## config.mk

```make
export PLATFORM = sky130hd
export DESIGN_NAME = uart_rx_async
export DESIGN_NICKNAME = d
export VERILOG_FILES = /design/src/rtl/uart_rx_async.sv
export SDC_FILE = /design/constraint.sdc
export NUM_CORES = 1
export LEC_CHECK = 0
export ABC_AREA = 1
export BUFFER_PORTS_ARGS = -buffer_cell sky130_fd_sc_hd__buf_2
export CAP_MARGIN = 20
export CORE_MARGIN = 3
export CORE_UTILIZATION = 38
export DETAILED_ROUTE_END_ITERATION = 10
export MAX_ROUTING_LAYER = met4
export PLACE_DENSITY = 0.66
export SLEW_MARGIN = 15
export SYNTH_ARGS = -nofsm -noshare
export SYNTH_HDL_FRONTEND = slang
export SYNTH_SLANG_ARGS = --single-unit
```

## constraint.sdc

```tcl
create_clock -name clk -period 1.4 [get_ports clk]
set_clock_uncertainty 0.2 [all_clocks]
set_input_delay 0 -clock clk [delete_from_list [all_inputs] [get_ports clk]]
set_output_delay 0 -clock clk [all_outputs]
set_load 0.05 [all_outputs]
```

## src/rtl/uart_rx_async.sv

```systemverilog
// uart_rx_async: 16x-oversampled UART receiver, 7/8 data bits, optional parity; UART_RX_MAJORITY_VOTE_EN enables 2-of-3 bit voting
module uart_rx_async #(
  parameter int CLR_ERR_ON_READ = 1
) (
  input  logic       clk,
  input  logic       reset_n,
  input  logic       baud_clock,
  input  logic       rx,
  input  logic       bit8,
  input  logic       parity_en,
  input  logic       odd_n_even,
  input  logic       read_rx_byte,
  output logic [7:0] rx_byte,
  output logic       rx_ready,
  output logic       rx_busy,
  output logic       parity_err,
  output logic       framing_err,
  output logic       overflow
);
  typedef enum logic [2:0] {IDLE, START, DATA, PARITY, STOP} state_t;
  state_t state, state_n;
  logic [3:0] samp_cnt, samp_n;
  logic [2:0] bit_cnt, bit_n;
  logic rx_m, rx_s, armed, bitv, decide, load, pbit, pe_ev, fe_ev;
  logic [7:0] shreg, data;
  assign decide  = baud_clock && samp_cnt == 4'd8;
  assign load    = decide && state == STOP;
  assign data    = bit8 ? shreg : {1'b0, shreg[7:1]};
  assign pe_ev   = parity_en && ((^data ^ pbit) != odd_n_even);
  assign fe_ev   = !bitv;
  assign rx_busy = state != IDLE;
`ifdef UART_RX_MAJORITY_VOTE_EN
  logic v6, v7;
  always_ff @(posedge clk or negedge reset_n)
    if (!reset_n) begin
      v6 <= 1'b1;
      v7 <= 1'b1;
    end else if (baud_clock && state != IDLE) begin
      if (samp_cnt == 4'd6) v6 <= rx_s;
      if (samp_cnt == 4'd7) v7 <= rx_s;
    end
  assign bitv = (v6 & v7) | (v6 & rx_s) | (v7 & rx_s);
`else
  assign bitv = rx_s;
`endif
  always_ff @(posedge clk or negedge reset_n)
    if (!reset_n) begin
      state    <= IDLE;
      samp_cnt <= '0;
      bit_cnt  <= '0;
    end else begin
      state    <= state_n;
      samp_cnt <= samp_n;
      bit_cnt  <= bit_n;
    end
  always_comb begin
    state_n = state;
    samp_n  = samp_cnt;
    bit_n   = bit_cnt;
    if (baud_clock) begin
      samp_n = samp_cnt + 4'd1;
      case (state)
        IDLE: begin
          samp_n = '0;
          if (!rx_s && armed) state_n = START;
        end
        START:
          if (decide && bitv) begin
            state_n = IDLE;
            samp_n  = '0;
          end else if (samp_cnt == 4'd15) begin
            state_n = DATA;
            bit_n   = '0;
          end
        DATA:
          if (samp_cnt == 4'd15) begin
            bit_n = bit_cnt + 3'd1;
            if (bit_cnt == (bit8 ? 3'd7 : 3'd6)) state_n = parity_en ? PARITY : STOP;
          end
        PARITY: if (samp_cnt == 4'd15) state_n = STOP;
        STOP:
          if (decide) begin
            state_n = IDLE;
            samp_n  = '0;
          end
        default: state_n = IDLE;
      endcase
    end
  end
  // a completed frame always lands in rx_byte; read only clears what no new load re-asserts
  always_ff @(posedge clk or negedge reset_n)
    if (!reset_n) begin
      rx_m        <= 1'b1;
      rx_s        <= 1'b1;
      armed       <= 1'b0;
      shreg       <= '0;
      pbit        <= 1'b0;
      rx_byte     <= '0;
      rx_ready    <= 1'b0;
      overflow    <= 1'b0;
      parity_err  <= 1'b0;
      framing_err <= 1'b0;
    end else begin
      rx_m        <= rx;
      rx_s        <= rx_m;
      armed       <= load ? 1'b0 : (baud_clock && rx_s) ? 1'b1 : armed;
      if (decide && state == DATA) shreg <= {bitv, shreg[7:1]};
      if (decide && state == PARITY) pbit <= bitv;
      if (load) rx_byte <= data;
      rx_ready    <= load | (rx_ready & ~read_rx_byte);
      overflow    <= (load & rx_ready & ~read_rx_byte) | (overflow & ~read_rx_byte);
      parity_err  <= CLR_ERR_ON_READ != 0 ? (load & pe_ev) | (parity_err & ~read_rx_byte)
                                          : load ? pe_ev : parity_err;
      framing_err <= CLR_ERR_ON_READ != 0 ? (load & fe_ev) | (framing_err & ~read_rx_byte)
                                          : load ? fe_ev : framing_err;
    end
endmodule

```

* Word level (Yosys, flattened, before mapping)
Index checks and enable logic that the tools add are counted.
Widths: inputs -> output; s select.
** Cells by class
- Bitwise operators :: 14
- Multiplexer cells :: 20
- Reductions and logical operators :: 16
- $add $sub $neg :: 2
- Eq/ne operators :: 16
** Operator list (count)
- $mux 3 :: 11
- $pmux 3 s5 :: 1
- $ne 2x2->1 const B :: 7
- $pmux 4 s3 :: 1
- $and 1x1->1 :: 8
- $eq 4x4->1 const B :: 2
- $logic_and 1x1->1 :: 8
- $mux 4 :: 2
- $mux 8 :: 1
- $reduce_xor 8->1 :: 1
- $reduce_and 7->1 :: 1
- $eq 3x2->1 const B :: 2
- $pmux 3 s2 :: 1
- $reduce_and 5->1 :: 1
- $add 4x1->4 const B :: 1
- $or 1x1->1 :: 4
- $reduce_bool 2->1 :: 2
- $add 3x1->3 const B :: 1
- $eq 3x1->1 const B :: 1
- $eq 3x3->1 :: 1
- $eq 3x3->1 const B :: 1
- $logic_not 3->1 :: 1
- $mux 1 :: 3
- $ne 3x3->1 const B :: 1
- 5 further kinds :: 5
** Storage, ports and cells
- Output and inout port bits :: 13
- Register bits after elaboration :: 34
- Logic and storage cells :: 81
- Input port bits :: 8

* Longest topological paths before layout
Gate-level depths: netlist (run 1).
- Depth after elaboration :: 7
- Gate-level depth with buffers :: 13
- Mapped depth without buffers :: 12

* Least setup slack after synthesis (run 1)
No wires, ideal clock.
- Kind :: register -> register
- From :: reg samp_cnt[0]
- To :: reg rx_byte[7]
- Period minus slack after synthesis :: 1.548 ns
- Arrival time :: 1.222 ns
- Required time :: 1.075 ns
- Cell stages (with the launch flop) :: 9
- Path slack :: -0.148 ns
- Buffers on the path :: 1
- Setup time :: 0.125 ns
- Cell sequence :: dfrtp_1 inv_1 ha_1 nand3_1 inv_2 nand2_2 buf_2 nand2_1 o31ai_1
** Between the ends
- Cells in the longest elaborated chain, start to end :: 3
** Ends and longest elaborated chain
- from (decl) :: RTL line 22 : logic [3:0] samp_cnt, samp_n;
- from (signal assigned) :: RTL line 53 : samp_cnt <= samp_n;
- $eq 4x4->1 :: RTL line 26 : assign decide = baud_clock && samp_cnt == 4'd8;
- $logic_and 1x1->1 :: RTL line 26
- $logic_and 1x1->1 :: RTL line 27 : assign load = decide && state == STOP;
- to (signal assigned) :: RTL line 109 : if (load) rx_byte <= data;
- to (decl) :: RTL line 13 : output logic [7:0] rx_byte,
No other way between the ends.
A chain may end at the register's enable or synchronous reset.

* Worst setup path in the final report (run 1)
- From :: reg samp_cnt[2]
- To :: reg samp_cnt[2]
** Between the ends
- Cells in the longest elaborated chain, start to end :: 5
- Elaborated cells between the ends (all ways) :: 7
- Those cells by class :: add/sub: 1; eq/ne: 1; mux: 3; reduce/logical: 2
** Ends and longest elaborated chain
- parallel branches: the longest is 4 deep, another holds $add 4x1->4
- $pmux 4 s3 (*) :: RTL line 62 : case (state)
Mark *: on every way between the ends.

==> impl_metrics.py, run 1 <==
metrics = {
    "run_status": {
        "status": "finished with violations",
        "failed_checks": "negative hold slack, negative setup slack",
    },
    "power": {
        "power_switching_mw": 1.34,
        "p_total_mw": 3.52,
        "ir_worst_vdd_mv": 0.603,
        "seqPwrFrac_pct": 33.2,
        "clkPwrFrac_pct": 21.6,
        "leakagePower_nw": 1.39,
        "power_density_mw_per_mm2": 1210,
        "power_frac_comb_pct": 45.2,
        "swShare_pct": 38.1,
        "internal-power_mw": 2.18,
    },
    "sta": {
        "hold_viol": 16,
        "rsz0062_at_grt": "true",
        "finalSetupTns_ns": -5.35,
        "post-route-period-util_pct": 120,
        "tightest_slew_ns": 0.428,
        "timing.final.crit_period_ns": 1.68,
        "finalSetupViolCount": 33,
        "drv_slew": 0,
        "fmax_ghz": 0.595,
        "relSlewSlack_pct": 71.5,
        "fin_hold_ws_ns": -0.0205,
        "setup_slack_ns": -0.281,
    },
    "route": {
        "drc": 0,
        "detail_route.vias_per_cell": 5.13,
        "wl_per_cell_um": 14.2,
        "drt_iter0_markers": 116,
        "antenna_left": 0,
        "met3WireLength_um": 173,
        "top_layer": "met4",
        "met1_length_um": 2170,
        "dr_total_vias": 1852,
        "met2_length_um": 2600,
        "wl_um": 5110,
        "drt_first_pass_iters": 4,
    },
    "global_route": {
        "grtUsageTotal_pct": 16.5,
        "grt_overflow_total": 0,
        "grt_pass1_wl_um": 6840,
        "grt_max_degree": 20,
        "antenna_found_initial": 0,
        "grt_pass1_vias": 1603,
    },
    "placed_design": {
        "hpwlAfterDp_um": 2890,
        "gp_congestion": 0.846,
        "port-buffer-count": 20,
        "dp_worst_setup_slack_ns": -0.225,
        "dp_cells": 332,
    },
    "setup_path": {
        "cp-endpoint": "samp_cnt[2]",
        "reg2reg_from": "samp_cnt[2]",
        "r2r-end": "samp_cnt[2]",
        "reg2reg_depth": 6,
        "critPathLaunchType": "register",
        "critical_path_class": "reg -> reg",
        "crit_required_ns": 1.38,
        "crit_buf_inv": 1,
        "startpoint": "samp_cnt[2]",
        "slowest_delay_ns": 0.42,
        "critPathTopFamily": "simple AND/OR/NAND/NOR gates",
        "cp_max_fo": 4,
        "regToRegSetupSlack_ns": -0.28,
        "crit_chain": "nor2_2 > nand4_1 > nand2_2 > o2111ai_4 > o21ai_1 > inv_1",
        "end_kind": "register",
        "slowest_stage": "dfrtp_1",
        "cp.arrival_ns": 1.66,
        "worst-path-stages": 6,
    },
    "synth": {
        "synthFlopType": "dfrtp_1",
        "ys_ff_latch": 34,
        "netlist_area_mm2": 0.00179,
        "synth_commonest_cells": "nand2_1, dfrtp_1, inv_1",
        "syn_area_per_cell_um2": 7.66,
        "netlist_top_cells_area": "dfrtp_1, nand2_1, o21ai_1",
        "synth_edf_count": 0,
        "synth_cell_type_count": 28,
        "synth_largest_area_cell": "dfrtp_1",
        "async_flop_share_pct": 100,
        "synth.most_common_cell": "nand2_1",
        "syn_nets": 245,
        "synth_seq_area_share_pct": 47.6,
        "synth_top_area_share_pct": 44.7,
        "ys_warn_count": 0,
        "synthCells": 234,
    },
    "final_layout": {
        "layout-drive-gt1-share_pct": 55.0,
        "syn_to_final_growth_pct": 62.2,
        "layout.nets": 319,
        "final_cells": 361,
        "antenna_cells": 0,
    },
    "clocking": {
        "cts_buffer_depth": 2,
        "root_buffer": "clkbuf_8",
        "cts_tree": "done",
        "cts.clk_slew.worst_paths_ns": 0.07,
        "cts_max_level": 2,
        "insertion_delay_ns": 0.29,
        "cts.sink_count": 34,
        "cts_buffers": 5,
    },
    "min_path": {
        "hp-class": "in -> async",
    },
    "floorplanning": {
        "die_area_mm2": 0.00558,
        "row_count": 24,
        "start_util_pct": 40.3,
        "fp.dieW_um": 74.7,
        "die_y_um": 74.7,
        "ios": 21,
        "core_mm2": 0.00444,
    },
    "flow_run": {
        "max_cap_viol_count": 0,
    },
}
==> repair_timing <==
| action | in CTS | in global routing |
|---|---|---|
| pin swaps | 7 | 30 |
| gates resized for setup | 26 | 96 |
| setup buffers | 1 | 11 |
| hold buffers | 8 | 0 |
| endpoints found under the hold margin | 49 | 0 |
| cloned | 0 | 2 |
| setup endpoints to repair | 30 | 33 |
==> how the worst min path moves through the flow <==
stage	start	endpoint	slack, ns	cells past startpoint
2_1_floorplan	reset_n	armed	-0.50	0
3_3_place_gp	reset_n	rx_byte[5]	-0.24	1
3_5_place_dp	reset_n	rx_byte[5]	-0.24	1
4_1_cts	bit8	rx_byte[1]	-0.04	3
5_1_grt	reset_n	rx_byte[5]	0.02	2
6_report	reset_n	rx_byte[0]	-0.02	2
==> layout make-up <==
type	instances	area (µm²)
inverter	36	155
tap	52	65.1
timing repair buffer	71	582
multi-input combinational	160	1160
clock buffer	7	86.3
fill	336	1540
clock inverter	1	5.00
sequential	34	856
==> placed cells by master, fill, tap and decap left out, types with 6 or more instances in the layout <==
cell           netlist  layout
nand2_1             80      49
buf_4                0      33
dfrtp_1             32      30
nand2_2              1      21
buf_2                1      19
inv_1               27      17
inv_2                9      16
o21ai_2              0      15
o21ai_1             25      15
nand2_4              1      10
nand3_2              0      10
dlygate4sd3_1        0       8
buf_6                3       7
clkbuf_8             0       6
==> kinds of logic after synthesis <==
| logic type | share of synthesized area (%) |
|---|---|
| adder cells (fa/ha/maj) | 2.09 |
| AND/OR/NAND/NOR | 25.9 |
| XOR/XNOR | 0.977 |
| buffers and inverters | 9.91 |
| flip-flops | 47.6 |
| AO/OA/AOI/OAI | 13.5 |
==> routing by layer <==
layer  global-route usage (%)  up-vias
met5                        -        -
met4                     5.34        0
met3                     4.01       17
met2                     27.1       45
met1                     20.0      892
li1                         -      898
==> power by group through the flow <==
| stage | combinational, mW | clock (mW) | sequential (mW) |
|---|---|---|---|
| after CTS | 1.19 | 0.770 | 1.15 |
| after global routing | 1.71 | 0.819 | 1.18 |
| after detailed placement | 0.999 | 0 | 1.16 |
| final | 1.59 | 0.761 | 1.17 |
| after floorplan | 0.557 | 0 | 1.17 |
| after global placement | 0.993 | 0 | 1.15 |
==> sequential cells by signal, summed over array words and instances, names as in the netlist, 3 cells and up <==
signal	flops
state	3
samp_cnt	4
rx_byte	8
bit_cnt	3
shreg	8
==> per-stage QoR <==
stage	hold slack [ns]	util (%)	area, µm²
floorplan	-0.496	-	1820
detailed placement	-0.239	49.4	2200
CTS	-0.0379	55.7	2470
finish	-0.0205	65.4	2910
global route	0.0159	65.4	2910
global placement	-0.242	49.4	2200
Power figures use the tool's default switching activity.
==> run 2: changes to the inputs <==
Settings changed: CAP_MARGIN 20 to 25, SETUP_SLACK_MARGIN set to 0.2.
==> impl_metrics.py, run 2 (synthesis results as in run 1) <==
metrics = {
    "clocking": {
        "cts_buffer_depth": 2,
        "insertion_delay_ns": 0.28,
        "root_buffer": "clkbuf_8",
        "cts.sink_count": 34,
        "cts_max_level": 2,
        "cts_buffers": 5,
        "cts_tree": "done",
        "cts.clk_slew.worst_paths_ns": 0.07,
    },
    "flow_run": {
        "max_cap_viol_count": 0,
    },
    "setup_path": {
        "cp.arrival_ns": 1.62,
        "end_kind": "register",
        "startpoint": "samp_cnt[0]",
        "critPathLaunchType": "register",
        "r2r-end": "state[2]",
        "reg2reg_from": "samp_cnt[0]",
        "reg2reg_depth": 9,
        "cp_max_fo": 6,
        "critical_path_class": "reg -> reg",
        "regToRegSetupSlack_ns": -0.27,
        "crit_required_ns": 1.35,
    },
    "global_route": {
        "grt_max_degree": 19,
        "grtUsageTotal_pct": 16.9,
        "grt_pass1_wl_um": 7050,
        "antenna_found_initial": 0,
        "grt_overflow_total": 0,
        "grt_pass1_vias": 1579,
    },
    "sta": {
        "timing.final.crit_period_ns": 1.67,
        "fmax_ghz": 0.598,
        "setup_slack_ns": -0.272,
        "finalSetupViolCount": 33,
        "tightest_slew_ns": 0.343,
        "rsz0062_at_grt": "true",
        "fin_hold_ws_ns": -0.0564,
        "post-route-period-util_pct": 119,
        "drv_slew": 0,
        "relSlewSlack_pct": 77.1,
        "hold_viol": 14,
        "finalSetupTns_ns": -2.96,
    },
    "route": {
        "antenna_left": 0,
        "detail_route.vias_per_cell": 4.76,
        "wl_per_cell_um": 12.0,
        "drt_iter0_markers": 122,
        "drc": 0,
        "drt_first_pass_iters": 4,
        "wl_um": 4340,
        "dr_total_vias": 1720,
    },
    "floorplanning": {
        "die_y_um": 74.7,
        "fp.dieW_um": 74.7,
        "start_util_pct": 40.3,
        "row_count": 24,
        "core_mm2": 0.00444,
        "die_area_mm2": 0.00558,
        "ios": 21,
    },
    "placed_design": {
        "gp_congestion": 0.809,
        "port-buffer-count": 20,
        "hpwlAfterDp_um": 2860,
        "dp_worst_setup_slack_ns": -0.229,
    },
    "final_layout": {
        "final_cell_mix": "nand2_1, buf_4, dfrtp_1",
        "syn_to_final_growth_pct": 47.3,
        "layout.nets": 319,
        "fillers": 371,
        "final_common_cell": "nand2_1",
        "layout-drive-gt1-share_pct": 39.5,
        "reg_top3": "rx_byte x8, shreg x8, samp_cnt x4",
        "antenna_cells": 0,
    },
    "power": {
        "ir_worst_vdd_mv": 0.580,
        "leakagePower_nw": 1.33,
        "power_density_mw_per_mm2": 1330,
        "p_total_mw": 3.51,
    },
    "min_path": {
        "min-delay-start": "bit8",
        "hold_end": "rx_byte[1]",
        "hold_depth": 3,
        "hp-class": "in -> reg",
    },
    "run_status": {
        "status": "finished with violations",
        "failed_checks": "negative hold slack, negative setup slack",
    },
}
## run 2: cell count changes in the layout (fill, tap and decap cells not counted), sizes merged
cell	before	now
buf	62	65
clkinv	2	0
dlygate4sd3	8	7
inv	35	36
nand2	83	82
## run 2: power by group
group	internal [mW]	switching (mW)	leakage (nW)
Sequential	1.07	0.0840	0.441
Clock	0.497	0.344	0.0575
Combinational	0.728	0.793	0.830
## run 2: worst max path at each step
| stage | endpoint | slack, ns | depth (start not counted) |
|---|---|---|---|
| detailed placement | state[2] | -0.23 | 9 |
| floorplan | state[0] | -0.1 | 9 |
| CTS | state[2] | -0.19 | 9 |
| finish | state[2] | -0.27 | 9 |
| global placement | samp_cnt[2] | -0.17 | 7 |
| global route | state[0] | -0.34 | 9 |
## run 2: cell type report
class | instances | area (µm²) | share of cell area [%]
Clock buffer | 8 | 110 | 4.17
Timing Repair Buffer | 72 | 533 | 20.2
Sequential cell | 34 | 855 | 32.4
Inverter | 36 | 143 | 5.40
Tap cell | 52 | 65.1 | 2.46
Multi-Input combinational cell | 159 | 936 | 35.4
## run 2: repair_timing
action	4_1_cts	5_1_grt
pin swaps	8	7
endpoints found under the hold margin	49	4
gates resized for setup	16	30
hold buffers	5	2
endpoints found under the setup margin	33	33
setup buffers	3	8
## run 2: metal layers
metal	vias to the layer above	GRT usage [%]	wire length, µm
met2	42	26.0	2120
li1	896	-	-
met3	6	2.80	168
met4	0	6.13	63
met1	776	22.4	1990
met5	-	-	0
## run 2: per-stage QoR
step | cell area (µm²) | std cells | util (%) | hold WS [ns]
finish | 2640 | 361 | 59.4 | -0.0564
global route | 2640 | 361 | 59.4 | -0.0201
CTS | 2440 | 351 | 55.0 | -0.109
detailed placement | 2200 | 335 | 49.6 | -0.276
floorplan | 1830 | 234 | - | -0.496
global placement | 2200 | 335 | 49.6 | -0.280
## run 2: critical path: stages (launching register included)
cell      delay (ns)
dfrtp_1         0.41
inv_2           0.09
ha_4            0.15
nand3_4         0.09
nand2_2         0.13
nand2_2         0.06
nor2_2          0.10
o211ai_2        0.15
nand2_1         0.09
o21ai_1         0.07
==> run 3: changes to the inputs <==
Settings changed: PLACE_DENSITY 0.66 to unset, PLACE_DENSITY_LB_ADDON set to 0.25.
==> impl_metrics.py, run 3 (synthesis results as in run 1) <==
metrics = {
    "run_status": {
        "status": "finished with violations",
        "failed_checks": "negative hold slack, negative setup slack",
    },
    "global_route": {
        "grt_pass1_wl_um": 7540,
        "grt_pass1_vias": 1649,
        "grt_overflow_total": 0,
        "grtUsageTotal_pct": 18.3,
        "grt_max_degree": 21,
        "antenna_found_initial": 0,
    },
    "clocking": {
        "root_buffer": "clkbuf_8",
        "cts_max_level": 2,
        "cts_buffers": 5,
        "cts_buffer_depth": 2,
        "insertion_delay_ns": 0.29,
        "cts.sink_count": 34,
        "cts.clk_slew.worst_paths_ns": 0.07,
        "cts_tree": "done",
    },
    "final_layout": {
        "final_cell_mix": "nand2_1, buf_4, dfrtp_1",
        "final-seq-area_um2": 857,
        "fillers": 366,
        "syn_to_final_growth_pct": 53.2,
        "layout.nets": 318,
        "final_common_cell": "nand2_1",
        "multi_input_area_mm2": 0.00103,
        "reg_top3": "rx_byte x8, shreg x8, samp_cnt x4",
        "fin_util_pct": 61.8,
        "layout-drive-gt1-share_pct": 47.7,
        "antenna_cells": 0,
    },
    "floorplanning": {
        "row_count": 24,
        "fp.dieW_um": 74.7,
        "die_area_mm2": 0.00558,
        "ios": 21,
        "die_y_um": 74.7,
        "start_util_pct": 40.3,
        "core_mm2": 0.00444,
    },
    "placed_design": {
        "dp_worst_setup_slack_ns": -0.229,
        "port-buffer-count": 20,
        "hpwlAfterDp_um": 2910,
        "gp_congestion": 0.803,
    },
    "sta": {
        "setup_slack_ns": -0.237,
        "finalSetupViolCount": 33,
        "rsz0062_at_grt": "true",
        "fin_hold_ws_ns": -0.0504,
        "drv_slew": 0,
        "hold_viol": 12,
        "tightest_slew_ns": 0.419,
        "timing.final.crit_period_ns": 1.64,
        "post-route-period-util_pct": 117,
        "fmax_ghz": 0.611,
        "finalSetupTns_ns": -4.68,
        "relSlewSlack_pct": 72.1,
    },
    "min_path": {
        "hp-class": "in -> async",
    },
    "setup_path": {
        "critPathLaunchType": "register",
        "end_kind": "register",
        "crit_required_ns": 1.37,
        "cp.arrival_ns": 1.61,
        "cp_max_fo": 6,
        "critical_path_class": "reg -> reg",
    },
    "route": {
        "antenna_left": 0,
        "wl_um": 4720,
        "drt_iter0_markers": 91,
        "drt_first_pass_iters": 4,
        "dr_total_vias": 1738,
        "drc": 0,
        "wl_per_cell_um": 13.1,
        "detail_route.vias_per_cell": 4.83,
    },
    "power": {
        "leakagePower_nw": 1.35,
        "power_density_mw_per_mm2": 1210,
        "ir_worst_vdd_mv": 0.614,
    },
    "flow_run": {
        "max_cap_viol_count": 0,
    },
}
-- run 3: changes by cell type in the layout (fill, tap and decap cells not counted), sizes merged --
cell,before,now
nand2,82,83
inv,36,35
dlygate4sd3,7,6
buf,65,64
clkinv,0,1
-- run 3: through the flow --
step                std cells  total power, mW  cell area (µm²)
finish                    360             3.32             2750
global route              360             3.53             2750
CTS                       358             3.18             2590
detailed placement        335             2.19             2240
global placement          335             2.17             2240
floorplan                 234             1.73             1830
-- run 3: final timing paths --
check	start	endpoint	slack (ns)	cells after the start
setup reg to reg	samp_cnt[1]	state[1]	-0.24	9
min in group clk	bit8	rx_byte[1]	0	3
hold / removal	reset_n	shreg[0]	-0.05	2
hold reg to reg	rx_m	bitv	0.16	0
setup / recovery	samp_cnt[1]	state[1]	-0.24	9
max in group asynchronous	reset_n	state[2]	0.61	3
-- run 3: per-layer routing --
metal / global-route usage [%] / up-vias / wire length (µm)
li1: - / 898 / -
met1: 23.8 / 805 / 2200
met2: 28.6 / 27 / 2300
met3: 4.27 / 8 / 154
met4: 5.14 / 0 / 61
met5: - / - / 0
-- run 3: final cells by class --
cell class              instances  area share [%]
flip-flops and latches         34            31.2
repair buffers                 70            20.9
clock buffers                   8            2.92
multi-input cells             160            37.4
well taps                      52            2.37
inverters                      36            5.28
-- run 3: worst max-delay path, stage by stage, from the launching register on --
cell and delay [ns]:
dfrtp_1 0.40, inv_2 0.09, ha_4 0.14, nand3_2 0.12
nand2_2 0.11, nand2_1 0.08, nor2_2 0.13, o211ai_4 0.12
nand2_1 0.07, o21ai_1 0.07
-- run 3: where the power goes --
group | switching [mW] | internal (mW) | total, mW | leakage [nW]
sequential | 0.0957 | 1.07 | 1.17 | 0.437
combinational | 0.766 | 0.677 | 1.44 | 0.876
clock | 0.362 | 0.354 | 0.716 | 0.0395
total | 1.22 | 2.10 | 3.32 | 1.35
-- run 3: timing repair --
item,CTS,global route
cloned,1,0
endpoints found under the setup margin,33,33
hold buffers,6,0
pin swaps,8,13
hold endpoints to repair,49,0
buffers inserted,8,2
gates resized for setup,37,43
